**src/rtl/serial_pkg.sv**
```systemverilog
// rtl/serial_pkg.sv - shared types, constants and helpers for the serial stages
package serial_pkg;

  typedef enum logic [1:0] {
    IDLE   = 2'd0,
    SHIFT  = 2'd1,
    PARITY = 2'd2
  } serial_state_e;

  localparam logic IDLE_BIT_DEFAULT = 1'b0;

  // Bits needed to hold values 0..v-1; never less than one bit.
  function automatic int clog2(input int v);
    int r;
    int x;
    r = 0;
    x = v - 1;
    while (x > 0) begin
      r = r + 1;
      x = x >> 1;
    end
    return (r < 1) ? 1 : r;
  endfunction

endpackage

```
**src/rtl/serial_bit_feeder_bit_down_counter.sv**
```systemverilog
// rtl/serial_bit_feeder_bit_down_counter.sv - loadable down-counter with zero flag
module bit_down_counter #(
  parameter int W = 3
) (
  input  logic         clk,
  input  logic         rst_n,
  input  logic         load,
  input  logic [W-1:0] load_val,
  input  logic         dec,
  output logic [W-1:0] count,
  output logic         zero
);

  logic [W-1:0] cnt_q;
  logic [W-1:0] cnt_d;

  always_comb begin
    cnt_d = cnt_q;
    if (load) begin
      cnt_d = load_val;
    end else if (dec && (cnt_q != '0)) begin
      cnt_d = cnt_q - 1'b1;
    end
  end

  always_ff @(posedge clk or negedge rst_n) begin
    if (!rst_n) begin
      cnt_q <= '0;
    end else begin
      cnt_q <= cnt_d;
    end
  end

  assign count = cnt_q;
  assign zero  = (cnt_q == '0);

endmodule

```
**src/rtl/serial_bit_feeder.sv**
```systemverilog
// rtl/serial_bit_feeder.sv - MSB-first word serializer with valid/ready input
// Optional trailing even-parity bit enabled by SERIAL_FEEDER_PARITY_EN.
module serial_bit_feeder
  import serial_pkg::*;
#(
  parameter int   WIDTH    = 8,
  parameter logic IDLE_BIT = IDLE_BIT_DEFAULT
) (
  input  logic             CLK,
  input  logic             RST_N,
  input  logic [WIDTH-1:0] DIN,
  input  logic             DIN_VALID,
  output logic             DIN_READY,
  output logic             X,
  output logic             X_VALID,
  output logic             LAST,
  output logic             BUSY
);

  localparam int CW = clog2(WIDTH);
  localparam logic [CW-1:0] CNT_LOAD = CW'(WIDTH - 1);

  serial_state_e    state_q, state_d;
  logic [WIDTH-1:0] shreg_q, shreg_d;
  logic             cnt_load;
  logic             cnt_dec;
  logic [CW-1:0]    cnt_val;
  logic             cnt_zero;
  logic             accept;
`ifdef SERIAL_FEEDER_PARITY_EN
  logic             parity_q, parity_d;
`endif

  bit_down_counter #(.W(CW)) u_cnt (
    .clk      (CLK),
    .rst_n    (RST_N),
    .load     (cnt_load),
    .load_val (CNT_LOAD),
    .dec      (cnt_dec),
    .count    (cnt_val),
    .zero     (cnt_zero)
  );

  assign accept = DIN_VALID && DIN_READY;
  assign BUSY   = (state_q != IDLE);

  always_comb begin
    state_d   = state_q;
    shreg_d   = shreg_q;
    cnt_load  = 1'b0;
    cnt_dec   = 1'b0;
    DIN_READY = 1'b0;
    X         = IDLE_BIT;
    X_VALID   = 1'b0;
    LAST      = 1'b0;
`ifdef SERIAL_FEEDER_PARITY_EN
    parity_d  = parity_q;
`endif
    case (state_q)
      IDLE: begin
        DIN_READY = RST_N;
      end
      SHIFT: begin
        X       = shreg_q[WIDTH-1];
        X_VALID = 1'b1;
        if (cnt_zero) begin
`ifdef SERIAL_FEEDER_PARITY_EN
          state_d = PARITY;
`else
          LAST      = 1'b1;
          DIN_READY = RST_N;
          if (!accept) begin
            state_d = IDLE;
          end
`endif
        end else begin
          shreg_d = {shreg_q[WIDTH-2:0], 1'b0};
          cnt_dec = 1'b1;
        end
      end
`ifdef SERIAL_FEEDER_PARITY_EN
      PARITY: begin
        X         = parity_q;
        X_VALID   = 1'b1;
        LAST      = 1'b1;
        DIN_READY = RST_N;
        if (!accept) begin
          state_d = IDLE;
        end
      end
`endif
      default: begin
        state_d = IDLE;
      end
    endcase

    // Any accept, whichever state granted it, starts a fresh frame next cycle.
    if (accept) begin
      state_d  = SHIFT;
      shreg_d  = DIN;
      cnt_load = 1'b1;
`ifdef SERIAL_FEEDER_PARITY_EN
      parity_d = ^DIN;
`endif
    end
  end

  always_ff @(posedge CLK or negedge RST_N) begin
    if (!RST_N) begin
      state_q  <= IDLE;
      shreg_q  <= '0;
`ifdef SERIAL_FEEDER_PARITY_EN
      parity_q <= 1'b0;
`endif
    end else begin
      state_q  <= state_d;
      shreg_q  <= shreg_d;
`ifdef SERIAL_FEEDER_PARITY_EN
      parity_q <= parity_d;
`endif
    end
  end

endmodule
```
**config.mk**
```make
export PLATFORM = sky130hd
export DESIGN_NAME = serial_bit_feeder
export DESIGN_NICKNAME = d
export VERILOG_FILES = /design/src/rtl/serial_pkg.sv /design/src/rtl/serial_bit_feeder_bit_down_counter.sv /design/src/rtl/serial_bit_feeder.sv
export SDC_FILE = /design/constraint.sdc
export NUM_CORES = 1
export LEC_CHECK = 0
export ABC_AREA = 1
export BUFFER_PORTS_ARGS = -buffer_cell sky130_fd_sc_hd__buf_2
export CORE_MARGIN = 5
export CORE_UTILIZATION = 51
export DETAILED_ROUTE_END_ITERATION = 10
export GPL_ROUTABILITY_DRIVEN = 0
export PLACE_DENSITY_LB_ADDON = 0.05
export SLEW_MARGIN = 20
export SYNTH_ARGS = -nofsm -noshare
export SYNTH_HDL_FRONTEND = slang
export SYNTH_HIERARCHICAL = 1
export SYNTH_SLANG_ARGS = --single-unit
```
**constraint.sdc**
```tcl
create_clock -name CLK -period 2 [get_ports CLK]
set_input_delay 0.3 -clock CLK [delete_from_list [all_inputs] [get_ports CLK]]
set_output_delay 0.3 -clock CLK [all_outputs]
set_load 0.01 [all_outputs]
```
After elaboration in Yosys (flattened, before gate mapping)
Cells that the tools add are included.
{"block": "op_classes", "add_sub_neg": 1, "n_eq_ne": 4, "muxes": 17, "n_reduce_logical": 10}
{"cell": "2-to-1 mux 8 bit", "n": 3}
{"cell": "2-to-1 mux 1 bit", "n": 8}
{"cell": "2-to-1 mux 3 bit", "n": 2}
{"cell": "nonzero test 2 bit", "n": 3}
{"cell": "2-to-1 mux 2 bit", "n": 2}
{"cell": "case mux 2 bit (2 select lines)", "n": 1}
{"cell": "AND reduction 2 bit", "n": 2}
{"cell": "logical NOT 3 bit", "n": 1}
{"cell": "!= test 3 bit, second input constant", "n": 1}
{"cell": "nonzero test 3 bit", "n": 1}
{"cell": "subtractor 3 x 1 -> 3 bit, second input constant", "n": 1}
{"cell": "== test 2 x 1 -> 1 bit, second input constant", "n": 1}
{"cell": "logical AND 1 bit", "n": 2}
{"cell": "logical NOT 2 bit", "n": 1}
{"cell": "!= test 2 x 1 -> 1 bit, second input constant", "n": 1}
{"cell": "!= test 2 bit, second input constant", "n": 1}
{"cell": "case mux 1 bit (2 select lines)", "n": 1}
{"block": "word_totals", "reg_bits": 13, "inputBits": 11, "out_inout_bits": 5, "wordCells": 35}

Longest topological paths before layout
Gate-level depths: netlist (run 1).
{"block": "depth", "word_depth": 6, "mapped_depth": 11, "depth_no_buf": 11}

Modules after synthesis
The synthesis (run 1) kept the hierarchy.
{"module": "serial_bit_feeder", "n_inst": 1, "cells_each": 62, "area_per_inst_um2": 529.3}
{"module": "bit_down_counter", "n_inst": 1, "cells_each": 27, "area_per_inst_um2": 192.7}

Worst setup path before layout (run 1)
Ideal clock, no wire load.
{"block": "synth_path", "path_type": "register to register", "startpoint": "register u_cnt.cnt_q[0] (netlist: u_cnt/count[0])", "endpoint": "register u_cnt.cnt_q[0] (netlist: u_cnt/count[0])", "setup_ns": 0.116, "arrival_ns": 1.354, "required_ns": 1.884, "path_slack_ns": 0.530, "stages_incl_launch_ff": 12, "path_buffers": 0, "period_less_slack_ns": 1.470, "path_cell_list": "dfrtp_1 > inv_1 > ha_1 > ha_1 > inv_1 > nand2_4 > nand3_1 > inv_1 > inv_2 > nand2_2 > nand2_1 > nand2_1"}
{"block": "synth_via", "elab_chain_cells": 6}
{"element": "start, declared", "line": "serial_bit_feeder_bit_down_counter.sv:14", "rtl": "logic [W-1:0] cnt_q;"}
{"element": "start signal, assigned", "line": "serial_bit_feeder_bit_down_counter.sv:30", "rtl": "cnt_q <= cnt_d;"}
{"element": "logical NOT 3 bit *", "line": "serial_bit_feeder_bit_down_counter.sv:35", "rtl": "assign zero = (cnt_q == '0);"}
{"element": "named net cnt_zero", "line": "serial_bit_feeder.sv:28", "rtl": "logic cnt_zero;"}
{"element": "2-to-1 mux 1 bit *", "line": "serial_bit_feeder.sv:66", "rtl": "if (cnt_zero) begin"}
{"element": "case mux 1 bit (2 select lines) *", "line": "serial_bit_feeder.sv:59", "rtl": "case (state_q)"}
{"element": "logical AND 1 bit *", "line": "serial_bit_feeder.sv:44", "rtl": "assign accept = DIN_VALID && DIN_READY;"}
{"element": "named net accept", "line": "serial_bit_feeder.sv:29", "rtl": "logic accept;"}
{"element": "2-to-1 mux 1 bit *", "line": "serial_bit_feeder.sv:98", "rtl": "if (accept) begin"}
{"element": "2-to-1 mux 3 bit / nonzero test 2 bit (equally long branches)"}
Mark *: on every way through the listed nets, which the timed path passes. The rest lies on a longest branch. The select of a mux whose other input is x is not followed.
A chain may end at the register's enable or synchronous reset.

Worst setup path after layout (run 1)
{"block": "layout_path", "startpoint": "register u_cnt.cnt_q[0] (netlist: u_cnt/count[0])", "endpoint": "output DIN_READY"}
{"block": "layout_via", "elab_chain_cells": 3}
{"element": "logical NOT 3 bit", "line": "serial_bit_feeder_bit_down_counter.sv:35"}
{"element": "named net cnt_zero", "line": "serial_bit_feeder.sv:28"}
{"element": "2-to-1 mux 1 bit", "line": "serial_bit_feeder.sv:66"}
{"element": "case mux 1 bit (2 select lines)", "line": "serial_bit_feeder.sv:59"}
{"element": "end, declared", "line": "serial_bit_feeder.sv:13", "rtl": "output logic DIN_READY,"}
The timed path passes the listed nets, and every way through them passes these cells.

==> results.rst, run 1 <==
.. list-table::
   :header-rows: 1

   * - Metric
     - Value
   * - Hold WC Path Type
     - in2reg
   * - Leakage Power
     - a little under 0.0005 uW
   * - Max VDD drop
     - around 570 uV
   * - Clock Sink Count
     - 12
   * - Critical Path RT
     - approximately 1700 ps
   * - Min Clock Period, post-route
     - roughly 1800 ps
   * - Count of nets after finishing
     - ~120
   * - Layout filler cell count
     - around 120
   * - Die Span X
     - between 40 and 50 um
   * - Syn. warnings
     - 6
   * - Violation count after the first detailed-routing iteration
     - 5
   * - Area enclosed by the die boundary
     - about 0.0023 sq mm
   * - Via count of the first global-routing pass
     - between 500 and 600
   * - Met1 usage
     - around a fifth
   * - Initial Util
     - around 55%
   * - Global-route met2 utilization
     - ~23%
   * - Top cells by instance count after synthesis
     - nand2_1 (26), dfrtp_1 (12), inv_1 (11)
   * - Count of max-cap constraint violations
     - 0
   * - CTS HTree Levels
     - 1
   * - TritonCTS clock tree
     - built
   * - Final std cells w/o fill
     - roughly 120
   * - Cell with the most instances after synthesis
     - nand2_1
   * - Most instantiated flip-flop cell in the synthesis netlist
     - dfrtp_1
   * - RSZ-0062 raised after global routing
     - no
   * - Proportion of netlist area held by the largest area contributor
     - roughly 42%
   * - Mux share of post-synthesis cell area
     - 0%
   * - Leading post-synthesis cells by cell area
     - dfrtp_1 (42%), nand2_1 (14%), nand3_2 (8.3%), nand2_2 (6.1%), nand4_1 (6.1%)
   * - WL/cell
     - between 10 and 15 um
   * - Syn Inst Count
     - around 90
   * - Startpoint kind of the worst setup timing path
     - register
   * - First-pass iteration count of the detailed router
     - 4
   * - Number of vias per cell
     - 5.04
   * - Layout cell share with drive strength beyond 1
     - roughly a third
   * - Data arrival time at the worst-slack endpoint
     - ~1600 ps
   * - Total power consumption of the routed design
     - roughly 1200 uW
   * - Clock-pin slew on the worst setup and hold paths
     - approximately 60 ps
   * - Antenna diode count
     - 0
   * - Fraction of the yosys area taken by sequential cells
     - between 40% and 50%
   * - Setup TNS after final layout
     - 0 ps
   * - Cell breakdown of the critical path
     - inv_1, ha_1, ha_1, inv_1, nand2_4, inv_6, nor2_1, buf_2
   * - Crit-path slowest cell
     - dfrtp_1
   * - All-Layer GR Usage
     - 15.1%
   * - Highest clock rate
     - ~540 MHz
   * - Fraction of synthesis flops using an asynchronous set or reset pin
     - 100%
   * - Post-Place Cells
     - around 120
   * - Total of endpoints with negative setup slack in the final report
     - 0
   * - Result of the run
     - complete, no violations
   * - Stage delay of the slowest cell on the critical path
     - around 360 ps
   * - Standard-cell rows
     - 13
   * - Root buffer cell
     - clkbuf_4
   * - Layout-stage area growth over the synthesis result
     - 15.1%
   * - Crit. End Element
     - output port
   * - Count of pins over their slew limit
     - 0
   * - Number of synthesized register bits
     - 12
   * - TritonCTS buffer count
     - 3
   * - Period utilisation layout
     - slightly above 90%
   * - Vertical die dimension
     - roughly 48 um
   * - Area of the core region
     - about 0.0013 sq mm
   * - Post-synthesis compound-gate area fraction
     - between 3 and 4%
   * - Met3 track demand over resource
     - between 6 and 7%
   * - Detail Route Antenna Nets
     - 0
   * - Cell type with the highest aggregate area in the netlist
     - dfrtp_1
   * - Mapped cell area
     - between 700 and 800 sq um
   * - Type of the setup path with the least slack
     - reg2out
   * - RR Startpoint
     - u_cnt/count[0]$_DFFE_PN0P_
   * - Pin count of the biggest net entering global routing
     - 13
   * - Initial antenna violation count
     - 0
   * - Adder-Cell Fraction of Synth Area
     - between 3 and 4%
   * - Aggregate global routing overflow
     - 0
   * - Storage cell area
     - ~300 sq um
   * - Final HPWL from detailed placement
     - 962 um
   * - Number of buffers on the longest clock path
     - 2
   * - Post-DP Area
     - between 700 and 800 sq um
   * - Xor-xnor portion of the synthesized cell area
     - 0%
   * - Pwr Density
     - 1430 mW/mm^2
   * - Count of flip-flops with a built-in enable after synthesis
     - 0
   * - Clk Latency, worst-skew pair
     - 260 ps
   * - Post-synthesis average cell area
     - between 8 and 9 sq um
   * - Hold WS
     - 250 ps
   * - Cell area after layout
     - a little over 800 sq um
   * - Worst hold start
     - DIN[0]
   * - Share of synthesized cell area in and, or, nand and nor gates
     - ~39%
   * - Area occupied by multi-input gates
     - 339 sq um
   * - Largest family of logic cells by synthesized area
     - simple AND/OR/NAND/NOR gates
   * - Via Count
     - 615
   * - Number of distinct library cell variants in the gate-level netlist after synthesis
     - 16
   * - Number of DRC violations after detailed routing
     - 0
   * - Global-route wire length before repair
     - about 2400 um
   * - Launch point of the worst path
     - u_cnt/count[0]$_DFFE_PN0P_
   * - Post-Route WL
     - between 1000 and 1500 um
   * - Layer with the highest usage
     - met2
   * - Port buffer count
     - 15
   * - Hold Fails Final Rpt
     - 0
   * - Top fanout value on the critical path
     - 10
   * - Top-level I/O count
     - 16
   * - Post-route clock skew
     - a little under 5 ps
## through the flow
stage	worst slack (ps)	util [%]
2_1_floorplan	530	-
3_3_place_gp	378	60.2
3_5_place_dp	361	60.2
4_1_cts	74.8	62.7
5_1_grt	14.9	63.1
6_report	153	63.1
## report_power, final
part | internal [uW] | switching (uW)
Combinational | 234 | 389
Clock | 69.4 | 68.1
Sequential | 354 | 71.2
## registers in the layout (all words and copies together) (netlist names)
register and count:
shreg_q 8, u_cnt/count 3, state_q 1
## timing repair
item | 4_1_cts | 5_1_grt
hold buffers | 1 | 0
gates resized for setup | 0 | 2
hold endpoints to repair | 6 | 0
setup buffers | 0 | 0
setup endpoints to repair | 0 | 1
## layout by cell type (no fill, tap or decap)
| cell type | count |
|---|---|
| nand2_2 | 7 |
| inv_1 | 11 |
| clkbuf_4 | 3 |
| nand4_1 | 7 |
| o21a_1 | 1 |
| nand2_1 | 26 |
| ha_1 | 2 |
| inv_6 | 1 |
| buf_2 | 15 |
| buf_4 | 1 |
| dlygate4sd3_1 | 1 |
| inv_2 | 2 |
| dfrtp_1 | 12 |
| nand2_4 | 1 |
| nand3_1 | 4 |
| nand3_2 | 6 |
| nor2_1 | 1 |
| o21ai_0 | 3 |
| conb_1 | 3 |
## per-layer routing
| layer | wire length [um] | part of all wire, % | up-vias |
|---|---|---|---|
| li1 | - | - | 321 |
| met1 | 600 | 48 | 281 |
| met2 | 568 | 45 | 11 |
| met3 | 79 | 6.3 | 2 |
| met4 | 8 | 0.64 | 0 |
| met5 | 0 | 0 | - |
## final timing paths
kind / endpoint / slack (ps) / cells past startpoint
max: DIN_READY / 150 / 8
min: shreg_q[0]$_DFFE_PN0P_ / 250 / 3
max reg2reg: u_cnt/count[0]$_DFFE_PN0P_ / 340 / 11
min reg2reg: shreg_q[0]$_DFFE_PN0P_ / 470 / 2
max in group asynchronous: u_cnt/count[1]$_DFFE_PN0P_ / 1180 / 3
min in group asynchronous: shreg_q[5]$_DFFE_PN0P_ / 420 / 2
## kinds of logic after synthesis
group                    count (synthesis)
other                                    1
AND/OR/NAND/NOR                         52
adder cells (fa/ha/maj)                  2
buffers and inverters                   18
AO/OA/AOI/OAI                            4
flip-flops                              12
## critical path: cells and delay by family, from the launching register on
| kind | cells | cell delay (ps) |
|---|---|---|
| and+or+nand+nor | 2 | 140 |
| adders and majority gates | 2 | 410 |
| DFF | 1 | 360 |
| buffers and inverters | 4 | 380 |
## cell type report
class                      instances  area share, %
tap                               15           2.26
multi-input combinational         61           40.8
timing repair buffer              17           11.1
sequential                        12           36.1
inverter                          14           6.93
clock buffer                       3           2.71
Note: power is estimated with default switching activity, not from simulation.
==> run 2, diff against run 1 <==
CORE_UTILIZATION = 40   (was 51)
==> results.rst, run 2 (synthesis results as in run 1) <==
.. list-table::
   :header-rows: 1

   * - Metric
     - Value
   * - Initial antenna violation count
     - 0 (unchanged)
   * - Standard-cell rows
     - 15 (+2)
   * - Setup TNS after final layout
     - 0 ps (unchanged)
   * - Count of max-cap constraint violations
     - 0 (unchanged)
   * - TritonCTS clock tree
     - built
   * - Crit-path slowest cell
     - dfrtp_1
   * - Max VDD drop
     - 554 uV (-3.4%)
   * - Final worst setup slack
     - 142 ps (-11.3 ps)
   * - Type of the setup path with the least slack
     - reg2out
   * - Clock Sink Count
     - 12 (unchanged)
   * - Result of the run
     - complete, no violations
   * - Highest clock rate
     - 538 MHz (-0.61%)
   * - Startpoint kind of the worst setup timing path
     - register
   * - Most common cell after layout, fill and taps aside
     - nand2_1
   * - Top-level I/O count
     - 16 (unchanged)
   * - Pin count of the biggest net entering global routing
     - 12 (-1)
   * - Global-route wire length before repair
     - 2420 um (+0.58%)
   * - Leakage Power
     - 0.000491 uW (about the same)
   * - Antenna diode count
     - 0 (unchanged)
   * - Crit. End Element
     - output port
   * - Number of buffers on the longest clock path
     - 2 (unchanged)
   * - Count of cells along the worst register-to-register path
     - 11 (unchanged)
   * - Worst-case register-to-register setup slack
     - 350 ps (about the same)
   * - Aggregate global routing overflow
     - 0 (unchanged)
   * - Die Span X
     - 52.5 um (+10%)
   * - Detail Route Antenna Nets
     - 0 (unchanged)
   * - Hold WC Path Type
     - in2reg
   * - Critical Path RT
     - 1700 ps (about the same)
   * - Post-Route WL
     - 1340 um (+6.8%)
   * - Number of instances on the worst hold path
     - 3 (unchanged)
   * - Vertical die dimension
     - 52.5 um (+10%)
   * - Hold Fails Final Rpt
     - 0 (unchanged)
   * - Layout cell share with drive strength beyond 1
     - 33.6% (unchanged)
   * - RR Startpoint
     - u_cnt/count[0]$_DFFE_PN0P_
   * - Worst slack at placement
     - 344 ps (-16.4 ps)
   * - Buffer count from post-CTS setup fixing
     - 0 (unchanged)
   * - Commonest cells after routing, fill and taps aside
     - nand2_1 (26), buf_2 (15), dfrtp_1 (12)
   * - Count of nets after finishing
     - 122 (unchanged)
   * - WL/cell
     - 10.2 um (-1.3%)
   * - Number of flip-flops under the largest register name
     - 8 (unchanged)
   * - Post-route clock skew
     - 7.67 ps (+2.74 ps)
   * - Final HPWL from detailed placement
     - 1040 um (+8.2%)
   * - RSZ-0062 raised after global routing
     - no
   * - Port buffer count
     - 15 (unchanged)
   * - Via Count
     - 590 (-4.1%)
   * - Count of pins over their slew limit
     - 0 (unchanged)
   * - Worst hold start
     - DIN[0]
   * - Clk Latency, worst-skew pair
     - 270 ps (about the same)
   * - Stage delay of the slowest cell on the critical path
     - 360 ps (about the same)
   * - Layout-stage area growth over the synthesis result
     - 16.5%
   * - First-pass iteration count of the detailed router
     - 3 (-1)
   * - Area of the core region
     - 0.00173 sq mm (+31%)
   * - Number of DRC violations after detailed routing
     - 0 (unchanged)
   * - Data arrival time at the worst-slack endpoint
     - 1560 ps (about the same)
   * - Area enclosed by the die boundary
     - 0.00275 sq mm (+21%)
   * - Cell breakdown of the critical path
     - inv_1, ha_1, ha_1, inv_1, nand2_4, inv_4, nor2_1, buf_2
   * - Violation count after the first detailed-routing iteration
     - 2 (-3)
   * - Period utilisation layout
     - 92.9% (+0.56 points)
   * - Number of vias per cell
     - 4.47 (-11%)
   * - Endpoint of the most critical register-to-register path
     - u_cnt/count[1]$_DFFE_PN0P_
   * - TritonCTS buffer count
     - 3 (unchanged)
   * - Initial Util
     - 41.8% (-13 points)
   * - Total of endpoints with negative setup slack in the final report
     - 0 (unchanged)
   * - Endpoint of the worst hold path
     - shreg_q[0]$_DFFE_PN0P_
   * - Min Clock Period, post-route
     - 1860 ps (+11.3 ps)
   * - Top fanout value on the critical path
     - 10 (unchanged)
   * - CTS HTree Levels
     - 1 (unchanged)
   * - Via count of the first global-routing pass
     - 558 (-0.36%)
   * - Root buffer cell
     - clkbuf_4
   * - Pwr Density
     - 1410 mW/mm^2 (-1.2%)
   * - Clock-pin slew on the worst setup and hold paths
     - 70 ps (about the same)
   * - All-Layer GR Usage
     - 12.1% (-3.0 points)
   * - Register containing the most flip-flops in the final layout
     - shreg_q
==> run 2: cell count changes in the layout (fill, tap and decap cells not counted) <==
| cell | before | now |
|---|---|---|
| inv_6 | 1 | 0 |
| inv_4 | 0 | 1 |
==> run 2: per-stage QoR <==
stage / util (%) / instance area [sq um] / hold slack [ps] / cells / total power [uW]
after detailed placement: 46.7 / 806 / 169 / 128 / 1050
after floorplan: - / 729 / 4.41 / 91 / 928
after global placement: 46.7 / 806 / 172 / 128 / 1040
final: 48.7 / 841 / 245 / 132 / 1180
after CTS: 48.6 / 838 / 240 / 132 / 1200
after global routing: 48.7 / 841 / 260 / 132 / 1320
==> run 2: worst max-delay path by stage <==
stage | start | endpoint | slack [ps] | cells after the start
4_1_cts | u_cnt/count[0]$_DFFE_PN0P_ | DIN_READY | 70 | 8
3_5_place_dp | u_cnt/count[0]$_DFFE_PN0P_ | u_cnt/count[1]$_DFFE_PN0P_ | 340 | 11
5_1_grt | u_cnt/count[0]$_DFFE_PN0P_ | DIN_READY | 8 | 8
2_1_floorplan | u_cnt/count[0]$_DFFE_PN0P_ | u_cnt/count[0]$_DFFE_PN0P_ | 530 | 11
6_report | u_cnt/count[0]$_DFFE_PN0P_ | DIN_READY | 140 | 8
3_3_place_gp | u_cnt/count[0]$_DFFE_PN0P_ | u_cnt/count[1]$_DFFE_PN0P_ | 360 | 11
==> run 2: area by class of cell <==
class                      count  area (sq um)
multi-input combinational     61           339
tap                           25          31.3
inverter                      14          55.1
timing repair buffer          17          92.6
fill                         171           886
clock buffer                   3          22.5
sequential                    12           300
==> run 2: where the power goes <==
| group | switching (uW) | total [uW] | leakage, uW | internal [uW] |
|---|---|---|---|---|
| combinational | 383 | 613 | 0.000327 | 230 |
| clock | 75.5 | 145 | 0.0000138 | 69.5 |
| sequential | 73.4 | 427 | 0.000151 | 353 |
| total | 532 | 1180 | 0.000491 | 653 |
==> run 2: per-layer routing <==
| layer | vias to the layer above | global-route usage, % | wire length, um |
|---|---|---|---|
| met5 | - | 0 | 0 |
| met4 | 0 | 2.55 | 14 |
| met3 | 2 | 5.98 | 76 |
| met2 | 13 | 18.4 | 608 |
| met1 | 259 | 15.2 | 643 |
| li1 | 316 | - | - |
==> run 2: timing repair <==
action                                 4_1_cts  5_1_grt
resized for setup                            0        1
setup endpoints to repair                    0        1
hold buffers                                 1        0
endpoints found under the hold margin        5        0
==> run 2: worst max-delay path: cells and delay by family (launching register included) <==
family	cells	cell delay, ps
buffers and inverters	4	390
DFF	1	360
adders and majority gates	2	400
and+or+nand+nor	2	140
==> run 3, diff against run 2 <==
CORE_MARGIN = 2   (was 5)
clock period = 1.9 ns   (was 2 ns; I/O delays follow)
==> results.rst, run 3 (synthesis results as in run 1) <==
.. list-table::
   :header-rows: 1

   * - Metric
     - Value
   * - Hold WC Path Type
     - in2reg
   * - Clock Sink Count
     - 12 (unchanged)
   * - Aggregate global routing overflow
     - 0 (unchanged)
   * - Number of buffers on the longest clock path
     - 2 (unchanged)
   * - Hold Fails Final Rpt
     - 0 (unchanged)
   * - Via Count
     - 631 (+6.9%)
   * - Number of vias per cell
     - 4.64 (+3.8%)
   * - Setup TNS after final layout
     - 0 ps (unchanged)
   * - Top fanout value on the critical path
     - 9 (-1)
   * - Reg power frac
     - 32.8% (-3.2 points)
   * - Count of max-cap constraint violations
     - 0 (unchanged)
   * - Clk Latency, worst-skew pair
     - 270 ps (about the same)
   * - Most common cell after layout, fill and taps aside
     - nand2_1
   * - Launch point of the worst path
     - u_cnt/count[0]$_DFFE_PN0P_
   * - Clock Power Share
     - 14.7% (+2.5 points)
   * - Post-Route WL
     - 1450 um (+7.8%)
   * - Number of flip-flops under the largest register name
     - 8 (unchanged)
   * - Number of DRC violations after detailed routing
     - 0 (unchanged)
   * - Top-level I/O count
     - 16 (unchanged)
   * - Data arrival time at the worst-slack endpoint
     - 1500 ps (-60 ps)
   * - Standard-cell rows
     - 15 (unchanged)
   * - Layout filler cell count
     - 173 (+1.2%)
   * - Via count of the first global-routing pass
     - 578 (+3.6%)
   * - Die Span X
     - 46.5 um (-11%)
   * - Crit-path slowest cell
     - dfrtp_1
   * - Area of the core region
     - 0.00171 sq mm (-1.1%)
   * - CP bufs+invs
     - 4 (unchanged)
   * - Vertical die dimension
     - 46.5 um (-11%)
   * - Post-Place Cells
     - 128 (unchanged)
   * - Area occupied by multi-input gates
     - 348 sq um (+2.6%)
   * - Violation count after the first detailed-routing iteration
     - 7 (+5)
   * - Startpoint kind of the worst setup timing path
     - register
   * - Layout-stage area growth over the synthesis result
     - 22.0%
   * - Worst hold start
     - DIN[0]
   * - Pin count of the biggest net entering global routing
     - 15 (+3)
   * - Share of power burned in combinational logic
     - 52.6% (+0.9 points)
   * - Count of pins over their slew limit
     - 0 (unchanged)
   * - Min Clock Period, post-route
     - 1780 ps
   * - Crit. End Element
     - output port
   * - WL/cell
     - 10.6 um (+4.6%)
   * - Leakage Power
     - 0.000509 uW (+3.7%)
   * - Stage delay of the slowest cell on the critical path
     - 350 ps (about the same)
   * - Port buffer count
     - 15 (unchanged)
   * - TritonCTS buffer count
     - 3 (unchanged)
   * - Critical Path RT
     - 1620 ps (-80 ps)
   * - Global-route wire length before repair
     - 2300 um (-4.9%)
   * - RR Startpoint
     - u_cnt/count[0]$_DFFE_PN0P_
   * - Switching power as a share of total power
     - 44.3% (-0.59 points)
   * - Commonest cells after routing, fill and taps aside
     - nand2_1 (26), buf_2 (15), dfrtp_1 (12)
   * - Clock-pin slew on the worst setup and hold paths
     - 80 ps (about the same)
   * - Cell breakdown of the critical path
     - inv_1, ha_1, ha_2, inv_2, nand2_4, inv_6, nor2_1, buf_2
   * - All-Layer GR Usage
     - 15.3% (+3.2 points)
   * - Post-route clock skew
     - 0.555 ps (-7.11 ps)
   * - Switching power
     - 617 uW (+16%)
   * - Max VDD drop
     - 820 uV (+48%)
   * - Root buffer cell
     - clkbuf_4
   * - Count of nets after finishing
     - 125 (+2.5%)
   * - Family of cells with the greatest summed delay on the critical path
     - adder cells
   * - Storage cell area
     - 300 sq um (unchanged)
   * - Total of endpoints with negative setup slack in the final report
     - 0 (unchanged)
   * - Area enclosed by the die boundary
     - 0.00216 sq mm (-22%)
   * - Final std cells w/o fill
     - 136 (+3.0%)
   * - Antenna diode count
     - 0 (unchanged)
   * - First-pass iteration count of the detailed router
     - 4 (+1)
   * - Layout cell share with drive strength beyond 1
     - 37.8% (+4.2 points)
   * - Utilization after layout
     - 51.6% (+2.9 points)
   * - Detail Route Antenna Nets
     - 0 (unchanged)
   * - Register containing the most flip-flops in the final layout
     - shreg_q
   * - Highest clock rate
     - between 500 and 600 MHz
   * - Period utilisation layout
     - a little over nine tenths
   * - Initial Util
     - 42.3% (+0.46 points)
   * - Type of the setup path with the least slack
     - reg2out
   * - Final HPWL from detailed placement
     - 1000 um (-3.5%)
   * - Pwr Density
     - 1580 mW/mm^2 (+12%)
   * - Internal cell power
     - 776 uW (+19%)
   * - RSZ-0062 raised after global routing
     - no
   * - Initial antenna violation count
     - 0 (unchanged)
   * - CTS HTree Levels
     - 1 (unchanged)
   * - TritonCTS clock tree
     - built
   * - Result of the run
     - complete, no violations
run 3: layer usage:
metal / global-route usage, % / vias to the layer above / share of wire [%]
met1: 17.8 / 291 / 47
met4: 9.14 / 0 / 0.90
met3: 3.14 / 2 / 4.4
li1: - / 324 / -
met5: 0 / - / 0
met2: 25.6 / 14 / 48
run 3: power groups by stage:
stage	Clock, uW	Sequential (uW)	Combinational, uW
final	204	456	733
after global routing	214	472	834
after CTS	206	450	675
after detailed placement	0	455	659
after global placement	0	452	647
after floorplan	0	447	530
run 3: worst register-to-register path, stage by stage (launching register included):
cell and delay (ps):
dfrtp_1 380, inv_1 60, ha_1 150, ha_2 200
inv_2 60, nand2_4 100, o21a_1 410, nand2_2 100
nand3_2 80
run 3: layout make-up:
cell class,count,area share (%)
multi-input cells,62,39.5
flip-flops and latches,12,34.1
clock buffers,4,4.12
repair buffers,19,12.2
inverters,14,6.53
well taps,25,3.55
run 3: final timing paths:
| path | endpoint | slack (ps) | cells after the start |
|---|---|---|---|
| worst min-delay path | shreg_q[0]$_DFFE_PN0P_ | 210 | 3 |
| worst max-delay path | DIN_READY | 120 | 8 |
| worst max register to register | shreg_q[5]$_DFFE_PN0P_ | 300 | 8 |
| max in group asynchronous | u_cnt/count[2]$_DFFE_PN0P_ | 1070 | 3 |
| min in group asynchronous | shreg_q[3]$_DFFE_PN0P_ | 420 | 2 |
| worst min register to register | shreg_q[4]$_DFFE_PN0P_ | 490 | 2 |
run 3: stage by stage:
| stage | cell area (sq um) | total power, uW | hold slack (ps) | worst slack, ps |
|---|---|---|---|---|
| 2_1_floorplan | 729 | 977 | -10.6 | 430 |
| 5_1_grt | 881 | 1520 | 230 | 24.1 |
| 6_report | 881 | 1390 | 213 | 117 |
| 4_1_cts | 855 | 1330 | 214 | 10.4 |
| 3_3_place_gp | 806 | 1100 | 177 | 273 |
| 3_5_place_dp | 806 | 1110 | 178 | 248 |
run 3: repair_timing:
action,4_1_cts,5_1_grt
gates resized for setup,1,3
setup endpoints to repair,1,1
hold buffers,1,0
endpoints found under the hold margin,5,0
setup buffers,0,2
cloned,0,1
